[src/rtl/cmos_decode_pkg.sv]
// Shared types and helpers for the cmos_decode_v2 DVP capture front-end.
package cmos_decode_pkg;

    // Capture FSM states.
    typedef enum logic [1:0] {
        S_SKIP   = 2'd0,
        S_VBLANK = 2'd1,
        S_FRAME  = 2'd2
    } state_e;

    // Assembled pixel width for a given bus width and beat count.
    function automatic int pix_width(input int data_w, input int bytes_per_pix);
        return data_w * bytes_per_pix;
    endfunction

endpackage

[src/rtl/cmos_pix_pack.sv]
// Beat-to-pixel packer: beat counter, shift accumulator and a one-entry hold
// buffer. A pixel is released when its successor completes or, tagged as end
// of line, when the line ends. Partial beats at line end are discarded.
// Deasserting en_i clears all state (frame boundaries, abort).
module cmos_pix_pack #(
    parameter int DATA_W        = 8,
    parameter int BYTES_PER_PIX = 2,
    parameter int PIX_W         = 16
) (
    input  logic              clk_i,
    input  logic              rst_i,
    input  logic              en_i,
    input  logic              beat_vld_i,
    input  logic [DATA_W-1:0] beat_data_i,
    input  logic              line_end_i,
    output logic              emit_o,
    output logic [PIX_W-1:0]  emit_data_o,
    output logic              emit_eol_o,
    output logic              partial_o
);

    logic [1:0]       beat_cnt_q, beat_cnt_d;
    logic [PIX_W-1:0] acc_q, acc_d, acc_shift;
    logic [PIX_W-1:0] hold_data_q, hold_data_d;
    logic             hold_vld_q, hold_vld_d;
    logic             pix_done;

    // Shift beats in (first beat ends up in the MSBs) and manage the hold buffer.
    always_comb begin
        acc_shift   = PIX_W'({acc_q, beat_data_i});
        pix_done    = en_i && beat_vld_i && (beat_cnt_q == 2'(BYTES_PER_PIX - 1));
        emit_o      = en_i && hold_vld_q && (pix_done || line_end_i);
        emit_data_o = hold_data_q;
        emit_eol_o  = line_end_i;
        partial_o   = en_i && line_end_i && (beat_cnt_q != 2'd0);

        beat_cnt_d  = beat_cnt_q;
        acc_d       = acc_q;
        hold_data_d = hold_data_q;
        hold_vld_d  = hold_vld_q;

        if (!en_i) begin
            beat_cnt_d = 2'd0;
            acc_d      = '0;
            hold_vld_d = 1'b0;
        end else if (line_end_i) begin
            beat_cnt_d = 2'd0;
            hold_vld_d = 1'b0;
        end else if (beat_vld_i) begin
            acc_d = acc_shift;
            if (pix_done) begin
                beat_cnt_d  = 2'd0;
                hold_vld_d  = 1'b1;
                hold_data_d = acc_shift;
            end else begin
                beat_cnt_d = beat_cnt_q + 2'd1;
            end
        end
    end

    // Packer state registers.
    always_ff @(posedge clk_i or posedge rst_i) begin
        if (rst_i) begin
            beat_cnt_q  <= 2'd0;
            acc_q       <= '0;
            hold_data_q <= '0;
            hold_vld_q  <= 1'b0;
        end else begin
            beat_cnt_q  <= beat_cnt_d;
            acc_q       <= acc_d;
            hold_data_q <= hold_data_d;
            hold_vld_q  <= hold_vld_d;
        end
    end

endmodule

[src/rtl/cmos_decode_v2.sv]
// DVP capture front-end: input sync stage, skip/vblank/frame FSM, pixel
// stream with sof/eol markers and per-frame geometry status.
// Optional macro CMOS_DECODE_LINECHK_EN: check every line against the first
// line's width; a mismatching frame flags err_o and does not update status.
module cmos_decode_v2 import cmos_decode_pkg::*; #(
    parameter int DATA_W        = 8,
    parameter int BYTES_PER_PIX = 2,
    parameter int FRAME_WAITCNT = 15,
    parameter int VSYNC_POL     = 1,
    parameter int CNT_W         = 12
) (
    input  logic                            cmos_pclk_i,
    input  logic                            rst_i,
    input  logic                            cmos_href_i,
    input  logic                            cmos_vsync_i,
    input  logic [DATA_W-1:0]               cmos_data_i,
    input  logic                            capture_en_i,
    output logic [DATA_W*BYTES_PER_PIX-1:0] pix_data_o,
    output logic                            pix_valid_o,
    output logic                            pix_sof_o,
    output logic                            pix_eol_o,
    output logic [CNT_W-1:0]                frame_width_o,
    output logic [CNT_W-1:0]                frame_height_o,
    output logic                            frame_done_o,
    output logic                            err_o
);

    localparam int PIX_W = pix_width(DATA_W, BYTES_PER_PIX);

    logic              href_s1_q, href_s2_q, blank_s1_q, blank_s2_q;
    logic [DATA_W-1:0] data_s1_q;
    logic              blank_fall, blank_rise, href_fall, frame_end, pack_en;

    state_e            state_q, state_d;
    logic [7:0]        skip_cnt_q, skip_cnt_d;
    logic              sof_pending_q, sof_pending_d;
    logic [CNT_W-1:0]  line_cnt_q, line_cnt_d, width_cnt_q, width_cnt_d, width_inc;
    logic [CNT_W-1:0]  first_width_q, first_width_d;
    logic              first_done_q, first_done_d, mismatch_q, mismatch_d, mismatch_now;
    logic [CNT_W-1:0]  frame_width_q, frame_width_d, frame_height_q, frame_height_d;
    logic              frame_done_q, frame_done_d, err_q, err_d;
    logic              pix_valid_q, pix_valid_d, pix_sof_q, pix_sof_d, pix_eol_q, pix_eol_d;
    logic [PIX_W-1:0]  pix_data_q, pix_data_d;

    logic              pack_emit, pack_eol, pack_partial;
    logic [PIX_W-1:0]  pack_data;

    // Two-stage input capture; vsync normalised to "blank".
    always_ff @(posedge cmos_pclk_i or posedge rst_i) begin
        if (rst_i) begin
            href_s1_q  <= 1'b0;
            href_s2_q  <= 1'b0;
            blank_s1_q <= 1'b0;
            blank_s2_q <= 1'b0;
            data_s1_q  <= '0;
        end else begin
            href_s1_q  <= cmos_href_i;
            href_s2_q  <= href_s1_q;
            blank_s1_q <= (cmos_vsync_i == 1'(VSYNC_POL));
            blank_s2_q <= blank_s1_q;
            data_s1_q  <= cmos_data_i;
        end
    end

    // Edge detection and packer enable (cleared in the frame-ending cycle).
    always_comb begin
        blank_fall = blank_s2_q && !blank_s1_q;
        blank_rise = !blank_s2_q && blank_s1_q;
        href_fall  = href_s2_q && !href_s1_q;
        frame_end  = (state_q == S_FRAME) && blank_rise;
        pack_en    = (state_q == S_FRAME) && !blank_rise;
        width_inc  = (width_cnt_q == '1) ? width_cnt_q : width_cnt_q + CNT_W'(1);
`ifdef CMOS_DECODE_LINECHK_EN
        mismatch_now = pack_emit && pack_eol && first_done_q && (width_inc != first_width_q);
`else
        mismatch_now = 1'b0;
`endif
    end

    cmos_pix_pack #(
        .DATA_W       (DATA_W),
        .BYTES_PER_PIX(BYTES_PER_PIX),
        .PIX_W        (PIX_W)
    ) u_pack (
        .clk_i      (cmos_pclk_i),
        .rst_i      (rst_i),
        .en_i       (pack_en),
        .beat_vld_i (href_s1_q),
        .beat_data_i(data_s1_q),
        .line_end_i (href_fall),
        .emit_o     (pack_emit),
        .emit_data_o(pack_data),
        .emit_eol_o (pack_eol),
        .partial_o  (pack_partial)
    );

    // FSM next state, geometry counters and registered output values.
    always_comb begin
        state_d        = state_q;
        skip_cnt_d     = skip_cnt_q;
        sof_pending_d  = sof_pending_q;
        line_cnt_d     = line_cnt_q;
        width_cnt_d    = width_cnt_q;
        first_width_d  = first_width_q;
        first_done_d   = first_done_q;
        mismatch_d     = mismatch_q;
        frame_width_d  = frame_width_q;
        frame_height_d = frame_height_q;
        frame_done_d   = 1'b0;
        err_d          = 1'b0;
        pix_valid_d    = 1'b0;
        pix_data_d     = '0;
        pix_sof_d      = 1'b0;
        pix_eol_d      = 1'b0;

        case (state_q)
            S_SKIP: begin
                if (skip_cnt_q == 8'(FRAME_WAITCNT)) begin
                    state_d = S_VBLANK;
                end else if (blank_fall) begin
                    skip_cnt_d = skip_cnt_q + 8'd1;
                end
            end
            S_VBLANK: begin
                if (blank_fall && capture_en_i) begin
                    state_d       = S_FRAME;
                    sof_pending_d = 1'b1;
                    line_cnt_d    = '0;
                    width_cnt_d   = '0;
                    first_width_d = '0;
                    first_done_d  = 1'b0;
                    mismatch_d    = 1'b0;
                end
            end
            S_FRAME: begin
                if (frame_end) begin
                    state_d       = S_VBLANK;
                    sof_pending_d = 1'b0;
                    err_d         = href_s1_q;
                    if (!mismatch_q) begin
                        frame_done_d   = 1'b1;
                        frame_width_d  = first_width_q;
                        frame_height_d = line_cnt_q;
                    end
                end else begin
                    if (pack_emit) begin
                        pix_valid_d   = 1'b1;
                        pix_data_d    = pack_data;
                        pix_sof_d     = sof_pending_q;
                        pix_eol_d     = pack_eol;
                        sof_pending_d = 1'b0;
                        width_cnt_d   = width_inc;
                    end
                    if (pack_emit && pack_eol) begin
                        width_cnt_d = '0;
                        line_cnt_d  = (line_cnt_q == '1) ? line_cnt_q : line_cnt_q + CNT_W'(1);
                        if (!first_done_q) begin
                            first_width_d = width_inc;
                            first_done_d  = 1'b1;
                        end
                    end
                    if (mismatch_now) mismatch_d = 1'b1;
                    if (pack_partial || mismatch_now) err_d = 1'b1;
                end
            end
            default: state_d = S_SKIP;
        endcase
    end

    // State, counters and output registers.
    always_ff @(posedge cmos_pclk_i or posedge rst_i) begin
        if (rst_i) begin
            state_q        <= S_SKIP;
            skip_cnt_q     <= 8'd0;
            sof_pending_q  <= 1'b0;
            line_cnt_q     <= '0;
            width_cnt_q    <= '0;
            first_width_q  <= '0;
            first_done_q   <= 1'b0;
            mismatch_q     <= 1'b0;
            frame_width_q  <= '0;
            frame_height_q <= '0;
            frame_done_q   <= 1'b0;
            err_q          <= 1'b0;
            pix_valid_q    <= 1'b0;
            pix_data_q     <= '0;
            pix_sof_q      <= 1'b0;
            pix_eol_q      <= 1'b0;
        end else begin
            state_q        <= state_d;
            skip_cnt_q     <= skip_cnt_d;
            sof_pending_q  <= sof_pending_d;
            line_cnt_q     <= line_cnt_d;
            width_cnt_q    <= width_cnt_d;
            first_width_q  <= first_width_d;
            first_done_q   <= first_done_d;
            mismatch_q     <= mismatch_d;
            frame_width_q  <= frame_width_d;
            frame_height_q <= frame_height_d;
            frame_done_q   <= frame_done_d;
            err_q          <= err_d;
            pix_valid_q    <= pix_valid_d;
            pix_data_q     <= pix_data_d;
            pix_sof_q      <= pix_sof_d;
            pix_eol_q      <= pix_eol_d;
        end
    end

    assign pix_data_o     = pix_data_q;
    assign pix_valid_o    = pix_valid_q;
    assign pix_sof_o      = pix_sof_q;
    assign pix_eol_o      = pix_eol_q;
    assign frame_width_o  = frame_width_q;
    assign frame_height_o = frame_height_q;
    assign frame_done_o   = frame_done_q;
    assign err_o          = err_q;

endmodule

[config.mk]
export PLATFORM = sky130hd
export DESIGN_NAME = cmos_decode_v2
export DESIGN_NICKNAME = d
export VERILOG_FILES = /design/src/rtl/cmos_decode_pkg.sv /design/src/rtl/cmos_pix_pack.sv /design/src/rtl/cmos_decode_v2.sv
export SDC_FILE = /design/constraint.sdc
export NUM_CORES = 1
export LEC_CHECK = 0
export ABC_AREA = 1
export CORE_ASPECT_RATIO = 1.75
export CORE_MARGIN = 2
export CORE_UTILIZATION = 56
export CTS_CLUSTER_DIAMETER = 40
export DETAILED_ROUTE_END_ITERATION = 8
export HOLD_SLACK_MARGIN = 0.06
export PLACE_DENSITY = 0.88
export SYNTH_ARGS = -nofsm -noshare
export SYNTH_HDL_FRONTEND = slang
export SYNTH_SLANG_ARGS = --single-unit
[constraint.sdc]
create_clock -name cmos_pclk_i -period 5.8 [get_ports cmos_pclk_i]
set_clock_uncertainty 0.2 [all_clocks]
set_input_delay 1.16 -clock cmos_pclk_i [delete_from_list [all_inputs] [get_ports cmos_pclk_i]]
set_output_delay 1.16 -clock cmos_pclk_i [all_outputs]
set_load 0.05 [all_outputs]
==> out/results.ini, run 1 <==
[finish]
fillers = 686
num_antenna_cells = 0
finalCoreUtilization_pct = 69.6
drive_gt1_share_pct = 7.80
final_nets = 722
syn_to_final_growth_pct = 21.2

[flow_run]
maxCapViolCount = 0

[power_and_ir_drop]
switching_share_pct = 31.9
cellInternalPower_mw = 1.86
power_switching_mw = 0.872
seq_power_share_pct = 43.1
p_per_area_mw_per_mm2 = 401
p_leak_nw = 3.32
combPwrFrac_pct = 21.0
peakVddDrop_v = 0.000331
clkPwrFrac_pct = 35.9

[setup_path]
startpoint = pix_data_o[10]
critPathMaxFanout = 1
critical_path_class = flip-flop to output port
r2r-end = pix_data_o[14]
worstReg2RegStart = state_q[1]
cp.arrival_ps = 1600
rrSetupSlack_ps = 3280
cpPeakStageDelay_ps = 840
critPathCaptureType = output port
cp_cell_sequence = clkdlybuf4s50_1
cp_slowest_cell = clkdlybuf4s50_1
crit_buf_inv = 1
worstSetupStartpointType = flip-flop
worst_path_dominant_cell_family = buffers and inverters
ff2ff_path_depth = 7
required_ps = 4440

[yosys]
synth_ff_type = dfrtp_1
yosysUniqueCellTypes = 29
syn_area_per_cell_um2 = 8.70
synth_nets = 662
synth_edf_count = 0
syn_inst = 646
yosysWarnings = 0
synth_async_sr_flop_share_pct = 100
ys_seq_area_share_pct = 58.8
ys_seq_elements = 132
syn_area_mm2 = 0.00562

[floorplanning]
core_mm2 = 0.00979
die_h_um = 137
start_util_pct = 57.4
die_area_mm2 = 0.0109
rows = 48
die_w_um = 79.7
io_pins = 58

[clock_network]
holdBufCountCts = 0
post_cts_buffers = 0
cts_buffers = 17
path_clk_slew_ps = 60
htreeDepth = 4
clk_latency_ps = 410
clockRootBuffer = clkbuf_16
cts_max_path_buffers = 2
cts_tree = built
cts_resized = 0
cts_num_sinks = 132

[place]
gp_congestion = 0.895
portBuffers = 57
hpwlAfterDp_um = 7800

[min_path]
whs_endpoint = blank_s2_q
min_path_type = flip-flop to flip-flop
min_from = blank_s1_q
holdPathStages = 0

[route]
drt-total-wl_um = 11900
vias = 4434
wl_per_cell_um = 14.1
drtPass1Iterations = 6
drtIter0Drc = 237
viasPerCell = 5.26
drc_errors = 0
drtAntennaViolNets = 0

[timing]
setup_viol = 0
max_slew.worst_pin.slew_ps = 846
drv_slew = 0
fin_crit_sh_pct = 51.0
hold_viol = 0
rsz0062_at_grt = no
setup_tns_ps = 0
slew_headroom_pct = 43.6
fmax_mhz = 338
finalCriticalPeriod_ps = 2960

[grt]
grt_pass1_wl_um = 20300
grtUsageTotal_pct = 24.1
antenna_found_initial = 0
first_global_vias = 4512
grt_overflow = 0
grt_max_degree = 70

[status]
outcome = finished, final reports clean

-- flip-flops by register name, summed over array words and instances (netlist names), 8 cells and up --
name                flops
pix_data_o             16
u_pack.emit_data_o     16
first_width_q          12
frame_height_o         12
frame_width_o          12
line_cnt_q             12
width_cnt_q            12
data_s1_q               8
skip_cnt_q              8
u_pack.acc_q            8
-- power groups by stage --
stage	Clock [mW]	Combinational, mW	Sequential, mW
6_report	0.979	0.573	1.18
5_1_grt	1.04	0.630	1.20
4_1_cts	0.995	0.579	1.18
3_5_place_dp	0	0.571	1.19
3_3_place_gp	0	0.549	1.18
2_1_floorplan	0	0.265	1.32
-- logic make-up (layout without fill, tap and decap cells) --
kind of cell             count (synthesis)  after routing  synth area share (%)
AND/OR/NAND/NOR                        359            359                  26.8
flip-flops                             132            132                  58.8
buffers and inverters                   85            157                  6.41
AO/OA/AOI/OAI                           54             54                  5.32
XOR/XNOR                                13             13                  2.03
adder cells (fa/ha/maj)                  3              3                 0.668
-- synth_stat cells (all sizes together) (4+ instances only) --
cell type / n / area, um^2
buf: 17 / 105
a21oi: 4 / 20.0
nand4: 11 / 68.8
nand2: 236 / 891
nor2: 58 / 254
inv: 65 / 244
dfrtp: 132 / 3300
xor2: 10 / 87.6
nand3: 48 / 255
o21ai: 49 / 272
-- per-stage QoR --
stage | total power [mW] | instances | setup WS, ps | cell area (um^2) | hold WS [ps]
detailed placement | 1.76 | 812 | 2600 | 6260 | 231
global placement | 1.73 | 812 | 2690 | 6260 | 210
floorplan | 1.59 | 646 | 914 | 5620 | 195
global route | 2.87 | 843 | 2810 | 6810 | 284
finish | 2.73 | 843 | 2840 | 6810 | 248
CTS | 2.75 | 843 | 2830 | 6810 | 251
-- layer usage --
metal | wire length, um | global-route usage, % | share of wire [%] | vias up
met5 | 0 | 0 | 0 | -
met4 | 305 | 11.6 | 2.6 | 0
met3 | 470 | 6.20 | 4.0 | 32
met2 | 6510 | 41.7 | 55 | 140
met1 | 4590 | 27.5 | 39 | 2126
li1 | - | - | - | 2136
-- worst max-delay path by stage --
stage | slack [ps] | to | depth (start not counted)
after floorplan | 910 | blank_s1_q | 1
after global placement | 2690 | line_cnt_q[6] | 6
after detailed placement | 2600 | line_cnt_q[2] | 6
after CTS | 2830 | pix_data_o[10] | 1
after global routing | 2810 | pix_data_o[10] | 1
final | 2840 | pix_data_o[10] | 1
-- placed cells by master, fill, tap and decap left out, drive strengths merged --
master / n
or2: 3
nand3b: 1
nand3: 48
ha: 3
dfrtp: 132
clkinv: 7
inv: 65
bufinv: 1
xnor2: 3
xor2: 10
nor3: 2
clkbuf: 23
clkdlybuf4s50: 57
clkinvlp: 1
buf: 3
a211oi: 1
a21oi: 4
nor2: 58
nand2: 236
nand4: 11
o21ai: 49
-- final cells by class --
type / instances / area, um^2 / area share, %
clock buffer: 23 / 468 / 6.87
clock inverter: 8 / 78.8 / 1.16
inverter: 66 / 250 / 3.68
multi-input combinational: 429 / 1960 / 28.8
sequential: 132 / 3300 / 48.5
tap: 125 / 156 / 2.30
timing repair buffer: 60 / 593 / 8.71
Note: power is estimated with default switching activity, not from simulation.
==> run 2, diff against run 1 <==
--- a/config.mk
+++ b/config.mk
@@ -8,11 +8,11 @@
 export ABC_AREA = 1
 export CORE_ASPECT_RATIO = 1.75
 export CORE_MARGIN = 2
-export CORE_UTILIZATION = 56
+export CORE_UTILIZATION = 51
 export CTS_CLUSTER_DIAMETER = 40
 export DETAILED_ROUTE_END_ITERATION = 8
 export HOLD_SLACK_MARGIN = 0.06
-export PLACE_DENSITY = 0.88
+export PLACE_DENSITY = 0.85
 export SYNTH_ARGS = -nofsm -noshare
 export SYNTH_HDL_FRONTEND = slang
 export SYNTH_SLANG_ARGS = --single-unit
==> constraint.sdc (replaced) <==
create_clock -name cmos_pclk_i -period 2.6 [get_ports cmos_pclk_i]
set_clock_uncertainty 0.2 [all_clocks]
set_input_delay 0.52 -clock cmos_pclk_i [delete_from_list [all_inputs] [get_ports cmos_pclk_i]]
set_output_delay 0.52 -clock cmos_pclk_i [all_outputs]
set_load 0.05 [all_outputs]
==> out/results.ini, run 2 (same netlist as run 1, synthesis figures left out) <==
[timing]
rsz0062_at_grt = no
finalCriticalPeriod_ps = 2330
fin_crit_sh_pct = 89.7
fmax_mhz = 429
slew_headroom_pct = 54.7
setup_viol = 0
setup_tns_ps = 0
whs_ps = 233
drv_slew = 0
max_slew.worst_pin.slew_ps = 679
hold_viol = 0

[clock_network]
post_cts_buffers = 0
cts_num_sinks = 132
clockRootBuffer = clkbuf_16
clk_latency_ps = 410
cts_buffers = 17
holdBufCountCts = 0
cts_max_path_buffers = 2
htreeDepth = 4
cts_resized = 0
cts_tree = built
path_clk_slew_ps = 60

[setup_path]
required_ps = 1880
cp_cell_sequence = clkdlybuf4s50_1
cp.arrival_ps = 1610
critPathCaptureType = output port
ff2ff_path_depth = 8
critPathMaxFanout = 2
cpPeakStageDelay_ps = 820
worstSetupStartpointType = flip-flop
cp_num_cells = 1
crit_buf_inv = 1
cp_slowest_cell = clkdlybuf4s50_1
worst_path_dominant_cell_family = buffers and inverters
critical_path_class = flip-flop to output port

[route]
viasPerCell = 5.37
drtIter0Drc = 358
drt-total-wl_um = 12300
drtAntennaViolNets = 0
wl_per_cell_um = 14.4
drc_errors = 0
vias = 4599
drtPass1Iterations = 7

[place]
gp_congestion = 0.929
hpwlAfterDp_um = 8050
portBuffers = 57
placed_cell_area_mm2 = 0.00633
place_inst = 824

[finish]
multi_input_area_mm2 = 0.00196
finalNonFillerCells = 856
num_antenna_cells = 0
fillers = 793
layout.cells.most_common_list = nand2_1 (234), dfrtp_1 (132), inv_1 (60)
layout_commonest_cell = nand2_1
final_cell_area_mm2 = 0.00697
final_nets = 729
syn_to_final_growth_pct = 24.0
drive_gt1_share_pct = 9.09
regArea_mm2 = 0.00330

[floorplanning]
start_util_pct = 52.5
die_area_mm2 = 0.0119
rows = 50
die_h_um = 143
core_mm2 = 0.0107
die_w_um = 83.3
io_pins = 58

[grt]
first_global_vias = 4595
grt_max_degree = 53
grt_pass1_wl_um = 21200
grtUsageTotal_pct = 22.3
antenna_found_initial = 0
grt_overflow = 0

[min_path]
min_path_type = flip-flop to flip-flop
holdPathStages = 0

[flow_run]
maxCapViolCount = 0

[power_and_ir_drop]
peakVddDrop_v = 0.000678
p_leak_nw = 3.39
p_per_area_mw_per_mm2 = 933

[status]
outcome = finished, final reports clean

## run 2: cell count changes in the layout (fill, tap and decap cells not counted), sizes merged
cell / change
inv: +1
clkinvlp: +3
clkinv: -4
buf: +7
bufinv: +3
clkbuf: -2
## run 2: path summary, 6_finish.rpt
kind	from	to	slack [ps]
setup reg to reg	state_q[0]	width_cnt_q[2]	330
setup / recovery	frame_width_o[1]	frame_width_o[1]	270
hold reg to reg	blank_s1_q	blank_s2_q	230
max in group asynchronous	rst_i	frame_width_o[11]	1240
min in group asynchronous	rst_i	pix_data_o[11]	260
hold / removal	blank_s1_q	blank_s2_q	230
## run 2: where the power goes
part           leakage, nW  internal [mW]  switching (mW)  total, mW
Combinational         1.32          0.427           0.883       1.31
Sequential            1.77           2.37           0.276       2.64
Clock                0.300           1.66           0.886       2.55
## run 2: layout make-up
class / count / share of cell area [%]
multi-input combinational: 429 / 28.1
timing repair buffer: 67 / 9.44
inverter: 66 / 3.61
clock inverter: 11 / 2.50
tap: 130 / 2.33
sequential: 132 / 47.4
clock buffer: 21 / 6.61
## run 2: metal layers
layer	vias up	wire (um)	track usage [%]
li1	2159	-	-
met1	2220	4540	24.1
met2	178	6790	40.2
met3	42	653	5.09
met4	0	359	11.7
met5	-	0	0
## run 2: metrics by stage
step | worst slack (ps) | power [mW] | util (%)
2_1_floorplan | 243 | 3.54 | -
3_3_place_gp | 373 | 3.88 | 59.2
3_5_place_dp | 343 | 3.95 | 59.2
4_1_cts | 251 | 6.52 | 65.1
5_1_grt | 161 | 6.78 | 65.1
6_report | 268 | 6.50 | 65.1
